**config.mk**
```make
export PLATFORM = sky130hd
export DESIGN_NAME = riscv_mc_ctrl
export DESIGN_NICKNAME = d
export VERILOG_FILES = /design/src/rtl/riscv_ctrl_pkg.sv /design/src/rtl/riscv_opcode_dec.sv /design/src/rtl/riscv_mc_ctrl.sv
export SDC_FILE = /design/constraint.sdc
export NUM_CORES = 1
export LEC_CHECK = 0
export ABC_CLOCK_PERIOD_IN_PS = 1600
export BUFFER_PORTS_ARGS = -buffer_cell sky130_fd_sc_hd__buf_2
export CAP_MARGIN = 40
export CORE_MARGIN = 10
export CORE_UTILIZATION = 41
export DETAILED_ROUTE_END_ITERATION = 8
export PLACE_DENSITY = 0.81
export SYNTH_ARGS = -nofsm -noshare
export SYNTH_HDL_FRONTEND = slang
export SYNTH_SLANG_ARGS = --single-unit
```
**constraint.sdc**
```tcl
create_clock -name clk -period 1.6 [get_ports clk]
set_clock_uncertainty 0.15 [all_clocks]
set_input_delay 0.16 -clock clk [delete_from_list [all_inputs] [get_ports clk]]
set_output_delay 0.16 -clock clk [all_outputs]
set_load 0.02 [all_outputs]
```
**src/rtl/riscv_ctrl_pkg.sv**
```systemverilog
// Shared definitions for the multicycle RISC-V main control FSM.
// Contents:
//   - opcode constants for the supported instruction subset
//   - ALUOp encodings and the subtract FuncCode
//   - ALU source A/B and result mux encodings
//   - FSM state enum (13 states)
//   - instruction class enum produced by the opcode decoder
package riscv_ctrl_pkg;

    localparam logic [6:0] OP_LOAD   = 7'b0000011;
    localparam logic [6:0] OP_STORE  = 7'b0100011;
    localparam logic [6:0] OP_RTYPE  = 7'b0110011;
    localparam logic [6:0] OP_ITYPE  = 7'b0010011;
    localparam logic [6:0] OP_BRANCH = 7'b1100011;
    localparam logic [6:0] OP_JAL    = 7'b1101111;
    localparam logic [6:0] OP_LUI    = 7'b0110111;

    localparam logic [2:0] F3_BEQ = 3'b000;

    localparam logic [1:0] ALUOP_ADD   = 2'b00;
    localparam logic [1:0] ALUOP_ITYPE = 2'b01;
    localparam logic [1:0] ALUOP_RTYPE = 2'b10;
    localparam logic [1:0] ALUOP_ERR   = 2'b11;

    localparam logic [9:0] FUNC_SUB = 10'b0100000000;

    localparam logic [1:0] SRCA_PC    = 2'b00;
    localparam logic [1:0] SRCA_OLDPC = 2'b01;
    localparam logic [1:0] SRCA_RS1   = 2'b10;
    localparam logic [1:0] SRCA_ZERO  = 2'b11;

    localparam logic [1:0] SRCB_RS2  = 2'b00;
    localparam logic [1:0] SRCB_IMM  = 2'b01;
    localparam logic [1:0] SRCB_FOUR = 2'b10;

    localparam logic [1:0] RES_ALUOUT  = 2'b00;
    localparam logic [1:0] RES_MEMDATA = 2'b01;
    localparam logic [1:0] RES_ALU     = 2'b10;

    typedef enum logic [3:0] {
        ST_FETCH,
        ST_DECODE,
        ST_MEMADR,
        ST_MEMREAD,
        ST_MEMWB,
        ST_MEMWRITE,
        ST_EXECR,
        ST_EXECI,
        ST_ALUWB,
        ST_BEQ,
        ST_JAL,
        ST_LUI,
        ST_ERROR
    } state_t;

    typedef enum logic [2:0] {
        CLS_LOAD,
        CLS_STORE,
        CLS_RTYPE,
        CLS_ITYPE,
        CLS_BEQ,
        CLS_JAL,
        CLS_LUI,
        CLS_ILLEGAL
    } instr_class_t;

endpackage

```
**src/rtl/riscv_opcode_dec.sv**
```systemverilog
// Combinational opcode classifier for the main control FSM.
// Ports:
//   opcode      in   IR[6:0]
//   funct3      in   IR[14:12] (only BEQ is a legal branch)
//   instr_class out  instruction class used by the DECODE/MEMADR transitions
//   illegal     out  high when the instruction is outside the supported subset
module riscv_opcode_dec
    import riscv_ctrl_pkg::*;
(
    input  logic [6:0]   opcode,
    input  logic [2:0]   funct3,
    output instr_class_t instr_class,
    output logic         illegal
);

    always_comb begin
        instr_class = CLS_ILLEGAL;
        case (opcode)
            OP_LOAD:   instr_class = CLS_LOAD;
            OP_STORE:  instr_class = CLS_STORE;
            OP_RTYPE:  instr_class = CLS_RTYPE;
            OP_ITYPE:  instr_class = CLS_ITYPE;
            OP_BRANCH: instr_class = (funct3 == F3_BEQ) ? CLS_BEQ : CLS_ILLEGAL;
            OP_JAL:    instr_class = CLS_JAL;
            OP_LUI:    instr_class = CLS_LUI;
            default:   instr_class = CLS_ILLEGAL;
        endcase
    end

    assign illegal = (instr_class == CLS_ILLEGAL);

endmodule

```
**src/rtl/riscv_mc_ctrl.sv**
```systemverilog
// Multicycle main control FSM for the RISC-V datapath.
// Fetches, decodes and steps each instruction through execute, memory and
// writeback states, driving the ALU decoder inputs, mux selects and write
// enables. Also keeps a wrapping count of retired instructions.
// Ports:
//   clk, reset          rising-edge clock, synchronous active-high reset
//   opcode/funct3/funct7 instruction register fields
//   zero                ALU zero flag (same cycle, used by BEQ)
//   mem_ready           memory completes the current access this cycle
//   alu_op, func_code   ALU control decoder inputs
//   alu_src_a/b, result_src, adr_src  datapath mux selects
//   pc_write, ir_write, mem_write, reg_write  write enables
//   illegal             sticky illegal-instruction flag
//   retired             retired-instruction count (CNT_W bits, wraps)
module riscv_mc_ctrl
    import riscv_ctrl_pkg::*;
#(
    parameter int CNT_W = 16
) (
    input  logic             clk,
    input  logic             reset,
    input  logic [6:0]       opcode,
    input  logic [2:0]       funct3,
    input  logic [6:0]       funct7,
    input  logic             zero,
    input  logic             mem_ready,
    output logic [1:0]       alu_op,
    output logic [9:0]       func_code,
    output logic [1:0]       alu_src_a,
    output logic [1:0]       alu_src_b,
    output logic [1:0]       result_src,
    output logic             adr_src,
    output logic             pc_write,
    output logic             ir_write,
    output logic             mem_write,
    output logic             reg_write,
    output logic             illegal,
    output logic [CNT_W-1:0] retired
);

    state_t           state_reg;
    state_t           state_next;
    logic             illegal_reg;
    logic [CNT_W-1:0] retired_reg;
    logic             retire_now;

    instr_class_t     instr_class;
    logic             dec_illegal;

    riscv_opcode_dec u_dec (
        .opcode      (opcode),
        .funct3      (funct3),
        .instr_class (instr_class),
        .illegal     (dec_illegal)
    );

    // Next-state logic
    always_comb begin
        state_next = state_reg;
        case (state_reg)
            ST_FETCH:    if (mem_ready) state_next = ST_DECODE;
            ST_DECODE: begin
                if (dec_illegal) begin
                    state_next = ST_ERROR;
                end else begin
                    case (instr_class)
                        CLS_LOAD, CLS_STORE: state_next = ST_MEMADR;
                        CLS_RTYPE:           state_next = ST_EXECR;
                        CLS_ITYPE:           state_next = ST_EXECI;
                        CLS_BEQ:             state_next = ST_BEQ;
                        CLS_JAL:             state_next = ST_JAL;
                        CLS_LUI:             state_next = ST_LUI;
                        default:             state_next = ST_ERROR;
                    endcase
                end
            end
            ST_MEMADR:   state_next = (instr_class == CLS_LOAD) ? ST_MEMREAD : ST_MEMWRITE;
            ST_MEMREAD:  if (mem_ready) state_next = ST_MEMWB;
            ST_MEMWB:    state_next = ST_FETCH;
            ST_MEMWRITE: if (mem_ready) state_next = ST_FETCH;
            ST_EXECR:    state_next = ST_ALUWB;
            ST_EXECI:    state_next = ST_ALUWB;
            ST_ALUWB:    state_next = ST_FETCH;
            ST_BEQ:      state_next = ST_FETCH;
            ST_JAL:      state_next = ST_ALUWB;
            ST_LUI:      state_next = ST_ALUWB;
            ST_ERROR:    state_next = ST_ERROR;
            // Unused encodings are treated as a fault and parked in ERROR.
            default:     state_next = ST_ERROR;
        endcase
    end

    // Final cycle of an instruction: this is when it counts as retired.
    assign retire_now = (state_reg == ST_ALUWB) ||
                        (state_reg == ST_MEMWB) ||
                        (state_reg == ST_BEQ)   ||
                        ((state_reg == ST_MEMWRITE) && mem_ready);

    always_ff @(posedge clk) begin
        if (reset) begin
            state_reg   <= ST_FETCH;
            retired_reg <= '0;
            illegal_reg <= 1'b0;
        end else begin
            state_reg <= state_next;
            if (retire_now) begin
                retired_reg <= retired_reg + CNT_W'(1);
            end
            // ERROR is absorbing, so setting on entry makes the flag sticky.
            if (state_next == ST_ERROR) begin
                illegal_reg <= 1'b1;
            end
        end
    end

    // Moore output decode from the registered state. pc_write/ir_write in
    // FETCH and pc_write in BEQ additionally follow mem_ready / zero.
    always_comb begin
        alu_op     = ALUOP_ADD;
        func_code  = {funct7, funct3};
        alu_src_a  = SRCA_PC;
        alu_src_b  = SRCB_RS2;
        result_src = RES_ALUOUT;
        adr_src    = 1'b0;
        pc_write   = 1'b0;
        ir_write   = 1'b0;
        mem_write  = 1'b0;
        reg_write  = 1'b0;
        case (state_reg)
            ST_FETCH: begin
                alu_src_a  = SRCA_PC;
                alu_src_b  = SRCB_FOUR;
                result_src = RES_ALU;
                ir_write   = mem_ready;
                pc_write   = mem_ready;
            end
            ST_DECODE: begin
                // Branch target is precomputed into ALUOut here.
                alu_src_a = SRCA_OLDPC;
                alu_src_b = SRCB_IMM;
            end
            ST_MEMADR: begin
                alu_src_a = SRCA_RS1;
                alu_src_b = SRCB_IMM;
            end
            ST_MEMREAD: begin
                adr_src = 1'b1;
            end
            ST_MEMWB: begin
                result_src = RES_MEMDATA;
                reg_write  = 1'b1;
            end
            ST_MEMWRITE: begin
                adr_src   = 1'b1;
                mem_write = 1'b1;
            end
            ST_EXECR: begin
                alu_src_a = SRCA_RS1;
                alu_src_b = SRCB_RS2;
                alu_op    = ALUOP_RTYPE;
            end
            ST_EXECI: begin
                alu_src_a = SRCA_RS1;
                alu_src_b = SRCB_IMM;
                alu_op    = ALUOP_ITYPE;
                // funct7 carries immediate bits for I-type, so it is masked.
                func_code = {7'b0, funct3};
            end
            ST_ALUWB: begin
                reg_write = 1'b1;
            end
            ST_BEQ: begin
                alu_src_a = SRCA_RS1;
                alu_src_b = SRCB_RS2;
                alu_op    = ALUOP_RTYPE;
                func_code = FUNC_SUB;
                pc_write  = zero;
            end
            ST_JAL: begin
                alu_src_a = SRCA_OLDPC;
                alu_src_b = SRCB_FOUR;
                pc_write  = 1'b1;
            end
            ST_LUI: begin
                alu_src_a = SRCA_ZERO;
                alu_src_b = SRCB_IMM;
            end
            ST_ERROR: begin
                alu_op = ALUOP_ERR;
            end
            default: begin
                alu_op = ALUOP_ADD;
            end
        endcase
        // No architectural write may happen in a reset cycle.
        if (reset) begin
            pc_write  = 1'b0;
            ir_write  = 1'b0;
            mem_write = 1'b0;
            reg_write = 1'b0;
        end
    end

    assign illegal = illegal_reg;
    assign retired = retired_reg;

endmodule

```
==> results of run 1 <==
==> final cells by class <==
| type | instances | area, µm² |
|---|---|---|
| Inverter | 3 | 11.26 |
| Sequential cell | 21 | 444.2 |
| Multi-Input combinational cell | 179 | 1657 |
| Timing Repair Buffer | 122 | 1030 |
| Tap cell | 48 | 60.06 |
| Fill cell | 179 | 496.7 |
| Clock buffer | 4 | 45.04 |
==> layout by cell type, fill, tap and decap left out, types with 3 or more instances in the layout <==
cell	n
nand4_1	3
buf_2	39
a21oi_1	3
nor2b_1	12
nand2b_4	5
nand3b_1	3
nor3_1	3
nor2b_4	4
dfxtp_4	3
dfxtp_2	10
nor2_2	4
o21ai_0	5
buf_6	37
or3_1	3
nor2_1	15
inv_1	3
or4_4	3
o21ai_2	4
dfxtp_1	8
nand2_1	15
mux2_4	10
nor4b_4	3
buf_4	41
buf_12	3
and2_4	9
a211o_1	4
nand3_1	6
a21oi_2	6
nor4_4	8
clkbuf_8	3
nand2_2	3
a31oi_1	3
==> metal layers <==
metal | vias up | part of all wire (%) | wire length (µm) | track usage [%]
met5 | - | 0 | 0 | 0
met4 | 0 | 6.1 | 511 | 7.846
met3 | 47 | 6.6 | 554 | 5.664
met2 | 121 | 54 | 4525 | 33.94
met1 | 1109 | 33 | 2802 | 17.24
li1 | 1025 | - | - | -
==> synth_stat cells (all sizes together) (4+ instances only) <==
library cell / instances
a211o: 4
a21oi: 9
and2: 9
buf: 4
clkbuf: 12
dfxtp: 21
mux2: 10
nand2: 19
nand2b: 7
nand3: 7
nor2: 20
nor2b: 17
nor3: 6
nor4: 9
nor4b: 4
o21ai: 10
==> repair_timing <==
action / in CTS / in global routing
gates resized for setup: 79 / 83
cloned: 1 / 3
buffers inserted: 7 / 14
hold endpoints to repair: 0 / 0
endpoints found under the setup margin: 40 / 42
pin swaps: 20 / 29
==> tightest hold or removal path, stage by stage <==
cell     delay, ns
buf_2         0.16
o41ai_2       0.10
nand2_1       0.07
==> worst max path at each step <==
stage                                        from                       end  depth (start not counted)
final                     state_reg[3]$_SDFF_PP0_                  pc_write                          6
after global placement    state_reg[3]$_SDFF_PP0_  retired[13]$_SDFFE_PP0P_                          5
after detailed placement  state_reg[3]$_SDFF_PP0_   retired[9]$_SDFFE_PP0P_                          5
after global routing      state_reg[3]$_SDFF_PP0_                  pc_write                          6
after CTS                 state_reg[3]$_SDFF_PP0_                  pc_write                          6
after floorplan           state_reg[2]$_SDFF_PP0_                  pc_write                          5
==> cells by family (layout without fill, tap and decap cells) <==
kind of cell	Yosys count	in the layout	synth area share, %
fa+ha+maj	1	1	0.7685
flops	21	21	25.83
buf+inv	19	129	4.996
mux	11	11	7.533
compound gates	40	40	16.14
simple gates	125	125	43.66
xor+xnor	2	2	1.076
==> per-stage QoR <==
step	hold WS (ns)	worst slack (ns)	TNS (ns)	util [%]	cell area, µm²
detailed placement	0.2999	-0.1543	-1.724	62.57	2342
global route	0.1279	-0.3548	-6.873	86.73	3247
floorplan	0.1528	-0.1247	-1.482	-	1783
CTS	0.09916	-0.1977	-4.625	74.40	2785
finish	0.1117	-0.3124	-5.418	86.73	3247
global placement	0.3005	-0.1018	-1.085	62.57	2342
==> power by group <==
group	total [µW]	switching, µW	internal [µW]
registers	554	17.3	536
clock network	359	181	178
logic	848	424	424
==> results.py, run 1 <==
metrics = {
    "power_and_ir_drop": {
        "cellLeakagePower_uw": 0.001346,
        "pwr_density_cell_mw_per_mm2": 542.2,
        "ir_worst_vdd_uv": 330.2,
        "power_uw": 1760,
    },
    "sta": {
        "fin_crit_sh_pct": 119.5,
        "setup-violations-final": 40,
        "fin_ws_ns": -0.3124,
        "rsz0062_at_grt": "true",
        "fmax_mhz": 522.9,
        "worstMarginPinSlew_ns": 0.4133,
        "slew_violations": 0,
        "slew_headroom_pct": 72.39,
        "min_period_ns": 1.912,
        "hold_viol": 0,
    },
    "finish": {
        "largest_register_ff_count": 16,
        "areaGrowthSynthToFinish_pct": 99.46,
        "antenna_cells": 0,
        "fin_nets": 352,
        "final_cells": 377,
        "drive_gt1_share_pct": 67.78,
    },
    "worst_setup_path": {
        "rr_startpoint": "state_reg[3]$_SDFF_PP0_",
        "path_max_fanout": 7,
        "path_class": "reg2out",
        "slowest_stage": "dfxtp_4",
        "rr_endpoint": "retired[9]$_SDFFE_PP0P_",
        "crit_top_cell": "buf_6",
        "cp-start-kind": "flip-flop",
        "path_cells": "buf_6, or2_4, nor3_4, and3_4, a31o_4, buf_6",
        "r2r_setup_slack_ns": -0.16,
        "cp.arrival_ns": 1.60,
        "crit_path_max_incr_delay_ns": 0.36,
        "crit_path_end_kind": "output port",
        "reg2regPathDepth": 5,
        "crit_family": "simple AND/OR/NAND/NOR gates",
        "cp_num_buf_inv": 2,
        "required_ns": 1.29,
    },
    "placement": {
        "gp_congestion": 0.8733,
        "place_hpwl_um": 3999,
        "port_buffers": 60,
        "dp_cells": 349,
    },
    "clock_network": {
        "clk_latency_ns": 0.27,
        "cts_root_buf": "clkbuf_8",
        "numClockSinks": 21,
        "cts_buffers": 3,
        "htree_levels": 1,
        "clockBufferDepth": 2,
        "hold_buffers": 0,
        "cts_tree": "done",
        "path_clk_slew_ns": 0.08,
    },
    "hold_path": {
        "min_path_type": "in2reg",
        "min_to": "state_reg[3]$_SDFF_PP0_",
        "whs_path_depth": 3,
        "hp-start": "opcode[6]",
    },
    "grt": {
        "grt_usage_pct": 17.97,
        "grt_pass1_wl_um": 10760,
        "grt_max_degree": 20,
        "gr-total-overflow": 0,
        "grt_pass1_vias": 2261,
        "antenna_found_initial": 0,
    },
    "die": {
        "fp.dieH_um": 83.01,
        "die-area_mm2": 0.006891,
        "pin_count": 61,
        "initial_core_util_pct": 43.48,
        "die_w_um": 83.01,
        "core-area_mm2": 0.003744,
        "row_count": 22,
    },
    "synth": {
        "synth_edf_count": 0,
        "yosys_warnings": 0,
        "yosysSeqAreaShare_pct": 25.83,
        "yosysTopAreaCellShare_pct": 25.83,
        "yosysTopAreaCell": "dfxtp_1",
        "synth_top_cells_by_area": "dfxtp_1 26%, mux2_2 6.9%, nor2b_1 6.5%, nor2_1 4.6%, nand2_1 4.4%",
        "avgSynthCellArea_um2": 7.433,
        "synth_flop_cell": "dfxtp_1",
        "async_flop_share_pct": 0,
        "yosysUniqueCellTypes": 47,
        "netlist_area_mm2": 0.001628,
        "ys_ff_latch": 21,
        "synth_nets": 241,
        "synthCells": 219,
    },
    "route": {
        "wl_per_cell_um": 22.27,
        "drtPass1Iterations": 4,
        "via_count": 2302,
        "drc": 0,
        "routed_via_density": 6.106,
        "first_iter_violations": 150,
        "ant_nets": 0,
        "totalWireLength_um": 8394,
    },
    "outcome": {
        "violations": "negative setup slack",
        "status": "complete, but fails checks",
    },
    "job": {
        "maxCapViolCount": 0,
    },
}
No activity file was read; power rests on OpenSTA's default activity.
==> run 2: changes to the inputs <==
--- a/config.mk
+++ b/config.mk
@@ -10,6 +10,7 @@
 export CAP_MARGIN = 40
 export CORE_MARGIN = 10
 export CORE_UTILIZATION = 41
+export CTS_BUF_LIST = sky130_fd_sc_hd__clkbuf_8
 export DETAILED_ROUTE_END_ITERATION = 8
 export PLACE_DENSITY = 0.81
 export SYNTH_ARGS = -nofsm -noshare
==> run 2 against run 1 <==
  * The run still ends with negative setup slack left
  * Non-clock buffer count unchanged
  * Cell area did not move
  * Die area stayed put
  * Register-to-register slack hardly changed
  * Sequential power is essentially flat
  * Via count rose by 0.43%
  * Worst hold slack is essentially flat
  * Setup slack better by 0.0068 ns
  * Critical path type unchanged
  * Largest power group unchanged
==> results.py, run 2 (synthesis gave the netlist of run 1 again) <==
metrics = {
    "placement": {
        "dpl_worst_slack_ns": -0.1543,
        "place_hpwl_um": 3999,
        "placed_area_mm2": 0.002342,
        "gp_congestion": 0.8733,
        "dp_cells": 349,
        "port_buffers": 60,
    },
    "worst_setup_path": {
        "crit_top_cell": "buf_6",
        "cp.arrival_ns": 1.60,
        "crit_family": "simple AND/OR/NAND/NOR gates",
        "path_max_fanout": 7,
        "cp-start-kind": "flip-flop",
        "path_class": "reg2out",
        "crit_path_max_incr_delay_ns": 0.36,
        "required_ns": 1.29,
        "cp_num_buf_inv": 2,
        "path_cells": "buf_6, or2_4, nor3_4, and3_4, a31o_4, buf_6",
        "crit_path_end_kind": "output port",
        "slowest_stage": "dfxtp_4",
    },
    "sta": {
        "fmax_mhz": 524.8,
        "slew_violations": 0,
        "slew_headroom_pct": 73.20,
        "hold_viol": 0,
        "worstMarginPinSlew_ns": 0.4011,
        "fin_ws_ns": -0.3056,
        "min_period_ns": 1.906,
        "fin_crit_sh_pct": 119.1,
        "rsz0062_at_grt": "true",
        "holdWs_ns": 0.1122,
        "setup-violations-final": 40,
    },
    "route": {
        "routed_via_density": 6.133,
        "drc": 0,
        "first_iter_violations": 126,
        "ant_nets": 0,
        "drtPass1Iterations": 4,
        "wl_per_cell_um": 22.20,
        "totalWireLength_um": 8371,
        "via_count": 2312,
    },
    "finish": {
        "postLayoutCoreUtil_pct": 86.73,
        "fin_nets": 352,
        "antenna_cells": 0,
        "seq_area_um2": 444.2,
        "fillCellCount": 179,
        "final_cell_area_mm2": 0.003247,
        "final_cells": 377,
        "multi_input_area_mm2": 0.001657,
        "drive_gt1_share_pct": 67.78,
        "areaGrowthSynthToFinish_pct": 99.46,
        "final_common_cell": "buf_4",
        "largest_register_ff_count": 16,
        "layout_common_cells": "41 x buf_4, 39 x buf_2, 37 x buf_6",
    },
    "grt": {
        "grt_usage_pct": 17.97,
        "grt_use_met1_pct": 17.24,
        "gr-total-overflow": 0,
        "grt_pass1_wl_um": 10760,
        "top_usage_layer": "met2",
        "met2_usage_pct": 33.94,
        "grt_max_degree": 20,
        "antenna_found_initial": 0,
        "grt_util_met3_pct": 5.664,
        "grt_pass1_vias": 2261,
    },
    "power_and_ir_drop": {
        "switchingPower_uw": 623.7,
        "p_int_uw": 1132,
        "pwr_density_cell_mw_per_mm2": 540.6,
        "power.share.clock_pct": 20.2,
        "power_frac_comb_pct": 48.2,
        "cellLeakagePower_uw": 0.001350,
        "switching_share_pct": 35.53,
        "ir_worst_vdd_uv": 319.3,
        "p_seq_share_pct": 31.5,
    },
    "die": {
        "initial_core_util_pct": 43.48,
        "core-area_mm2": 0.003744,
        "die_w_um": 83.01,
        "fp.dieH_um": 83.01,
        "die-area_mm2": 0.006891,
        "pin_count": 61,
        "row_count": 22,
    },
    "clock_network": {
        "htree_levels": 1,
        "path_clk_slew_ns": 0.08,
        "cts_root_buf": "clkbuf_8",
        "cts_tree": "done",
        "cts_buffers": 3,
        "clockBufferDepth": 2,
        "numClockSinks": 21,
        "clk_latency_ns": 0.27,
    },
    "outcome": {
        "violations": "negative setup slack",
        "status": "complete, but fails checks",
    },
    "hold_path": {
        "min_path_type": "in2reg",
    },
    "job": {
        "maxCapViolCount": 0,
    },
}
## run 2: cell count changes in the layout (fill, tap and decap cells not counted), sizes merged
cell / previous run / this run
inv: 3 / 4
clkbuf: 6 / 5
## run 2: final timing paths
kind / slack [ns] / to / depth (start not counted) / start
max: -0.31 / pc_write / 6 / state_reg[3]$_SDFF_PP0_
min reg2reg: 0.34 / illegal$_SDFFE_PP0N_ / 2 / illegal$_SDFFE_PP0N_
min: 0.11 / state_reg[3]$_SDFF_PP0_ / 3 / opcode[6]
max reg2reg: -0.16 / retired[6]$_SDFFE_PP0P_ / 5 / state_reg[3]$_SDFF_PP0_
## run 2: power groups by stage
stage	Sequential (µW)	Combinational, µW	Clock (µW)
after floorplan	574	292	0
after global placement	560	474	0
after detailed placement	562	481	0
after CTS	550	601	353
after global routing	554	884	370
final	554	847	355
## run 2: metrics by stage
step	total power, µW	TNS, ns
2_1_floorplan	866.2	-1.482
3_3_place_gp	1034	-1.085
3_5_place_dp	1042	-1.724
4_1_cts	1504	-4.618
5_1_grt	1808	-6.877
6_report	1755	-5.393
## run 2: final cells by class
| type | count | area share [%] |
|---|---|---|
| Timing Repair Buffer | 122 | 31.71 |
| Clock inverter | 1 | 0.1156 |
| Multi-Input combinational cell | 179 | 51.02 |
| Sequential cell | 21 | 13.68 |
| Tap cell | 48 | 1.850 |
| Inverter | 3 | 0.3468 |
| Clock buffer | 3 | 1.272 |
## run 2: timing repair
item / CTS / global route
cloned: 1 / 3
hold buffers: 0 / 0
setup endpoints to repair: 40 / 42
setup buffers: 7 / 14
pin swaps: 20 / 29
resized for setup: 79 / 83
## run 2: worst reg2reg max path, cell delays in order, from the launching register on
cell,delay (ns)
dfxtp_4,0.36
nand2b_4,0.15
o21a_4,0.25
clkbuf_16,0.18
or4b_1,0.47
a21oi_1,0.15
## run 2: metal layers
layer	wire, µm	share of wire, %
met1	2814	34
met2	4540	54
met3	490	5.9
met4	527	6.3
met5	0	0
==> run 3: changes to the inputs <==
==> constraint.sdc (replaced) <==
create_clock -name clk -period 1.6 [get_ports clk]
set_clock_uncertainty 0.15 [all_clocks]
set_input_delay 0.08 -clock clk [delete_from_list [all_inputs] [get_ports clk]]
set_output_delay 0.08 -clock clk [all_outputs]
set_load 0.02 [all_outputs]
==> run 3 against run 2 <==
  * Worst hold slack worse by 0.11 ns
  * Via count down 14%
  * The run still ends with negative setup slack left
  * Critical path depth unchanged
  * Combinational power down 25%
  * Fmax up 5.9%
  * Clock power up 2%
  * Routed wire length down 26%
  * Count of clock-buffer cells in the layout unchanged
  * Register-to-register slack worse by 0.02 ns
  * Utilization down 10 points
  * Global-route usage down 2.7 points
  * Die area unchanged
==> results.py, run 3 (synthesis gave the netlist of run 1 again) <==
metrics = {
    "outcome": {
        "status": "complete, but fails checks",
        "violations": "negative setup slack",
    },
    "worst_setup_path": {
        "crit_path_end_kind": "output port",
        "cp.arrival_ns": 1.57,
        "required_ns": 1.37,
        "r2r_setup_slack_ns": -0.18,
        "path_class": "reg2out",
        "path_max_fanout": 3,
        "cp-start-kind": "flip-flop",
    },
    "route": {
        "routed_via_density": 5.682,
        "drtPass1Iterations": 4,
        "drc": 0,
        "ant_nets": 0,
        "first_iter_violations": 160,
        "totalWireLength_um": 6168,
        "wl_per_cell_um": 17.67,
        "via_count": 1983,
    },
    "clock_network": {
        "cts_tree": "done",
        "path_clk_slew_ns": 0.08,
        "numClockSinks": 21,
        "cts_buffers": 3,
        "hold_buffers": 0,
        "htree_levels": 1,
        "clk_latency_ns": 0.27,
        "clockBufferDepth": 2,
        "cts_root_buf": "clkbuf_8",
    },
    "die": {
        "die_w_um": 83.01,
        "die-area_mm2": 0.006891,
        "fp.dieH_um": 83.01,
        "core-area_mm2": 0.003744,
        "row_count": 22,
        "pin_count": 61,
        "initial_core_util_pct": 43.48,
    },
    "grt": {
        "gr-total-overflow": 0,
        "grt_usage_pct": 15.25,
        "grt_max_degree": 26,
        "antenna_found_initial": 0,
        "grt_pass1_vias": 2007,
        "grt_pass1_wl_um": 9377,
    },
    "finish": {
        "antenna_cells": 0,
        "fin_nets": 324,
        "layout_common_cells": "41 x buf_2, 23 x buf_6, 23 x buf_4",
        "final_cell_area_mm2": 0.002872,
        "areaGrowthSynthToFinish_pct": 76.40,
        "final_cells": 349,
        "drive_gt1_share_pct": 58.47,
        "largest_register_ff_count": 16,
        "final_common_cell": "buf_2",
    },
    "hold_path": {
        "min_path_type": "in2reg",
    },
    "sta": {
        "slew_headroom_pct": 75.30,
        "worstMarginPinSlew_ns": 0.3674,
        "fin_ws_ns": -0.1994,
        "slew_violations": 0,
        "rsz0062_at_grt": "true",
        "fin_crit_sh_pct": 112.5,
        "fmax_mhz": 555.7,
        "min_period_ns": 1.799,
        "hold_viol": 0,
        "setup-violations-final": 33,
    },
    "job": {
        "maxCapViolCount": 0,
    },
    "placement": {
        "dp_cells": 340,
        "dpl_worst_slack_ns": -0.1640,
        "place_hpwl_um": 3929,
        "port_buffers": 60,
        "gp_congestion": 0.8497,
        "placed_area_mm2": 0.002295,
    },
    "power_and_ir_drop": {
        "cellLeakagePower_uw": 0.001159,
        "pwr_density_cell_mw_per_mm2": 536.8,
        "power_uw": 1541,
        "ir_worst_vdd_uv": 366.2,
    },
}
-- run 3: where the power goes --
group          internal (µW)  total [µW]  switching (µW)
clock                    174         361             187
sequential               532         543            10.9
combinational            302         638             336
-- run 3: routing by layer --
metal,part of all wire (%),global-route usage (%),wire length [µm]
met5,0,0,0
met1,41,17.36,2508
met4,1.7,4.923,104
met3,3.8,3.418,233
met2,54,27.16,3322
-- run 3: critical path, stage by stage, from the launching register on --
cell and delay (ns):
dfxtp_2 0.34, buf_6 0.12, or2_4 0.26, nor3_4 0.14, and3_4 0.23, a31o_4 0.10, buf_6 0.11
-- run 3: stage by stage --
stage / hold WS, ns / TNS, ns / util (%)
2_1_floorplan: 0.07282 / -1.295 / -
3_3_place_gp: 0.2767 / -1.006 / 61.30
3_5_place_dp: 0.2944 / -1.708 / 61.30
4_1_cts: 0.01889 / -3.713 / 70.35
5_1_grt: 0.03019 / -6.339 / 76.70
6_report: 0.004476 / -4.348 / 76.70
-- run 3: path summary, 6_finish.rpt --
path                                 from                      end  cells after the start
hold reg to reg      illegal$_SDFFE_PP0N_     illegal$_SDFFE_PP0N_                      2
setup / recovery  state_reg[3]$_SDFF_PP0_                 pc_write                      6
setup reg to reg  state_reg[3]$_SDFF_PP0_  retired[3]$_SDFFE_PP0P_                      5
hold / removal                  opcode[6]  state_reg[3]$_SDFF_PP0_                      3
-- run 3: final cells by class --
cell class | count | area [µm²]
multi-input cells | 179 | 1518
clock buffers | 3 | 41.29
inverters | 3 | 11.26
repair buffers | 94 | 789.5
well taps | 48 | 60.06
clock inverters | 1 | 5.005
flip-flops and latches | 21 | 446.7
fillers | 281 | 872.1
-- run 3: timing repair --
item,in CTS,in global routing
buffers inserted,2,2
endpoints found under the setup margin,36,38
gates cloned,1,2
resized for setup,68,50
pin swaps,14,25
endpoints found under the hold margin,0,0
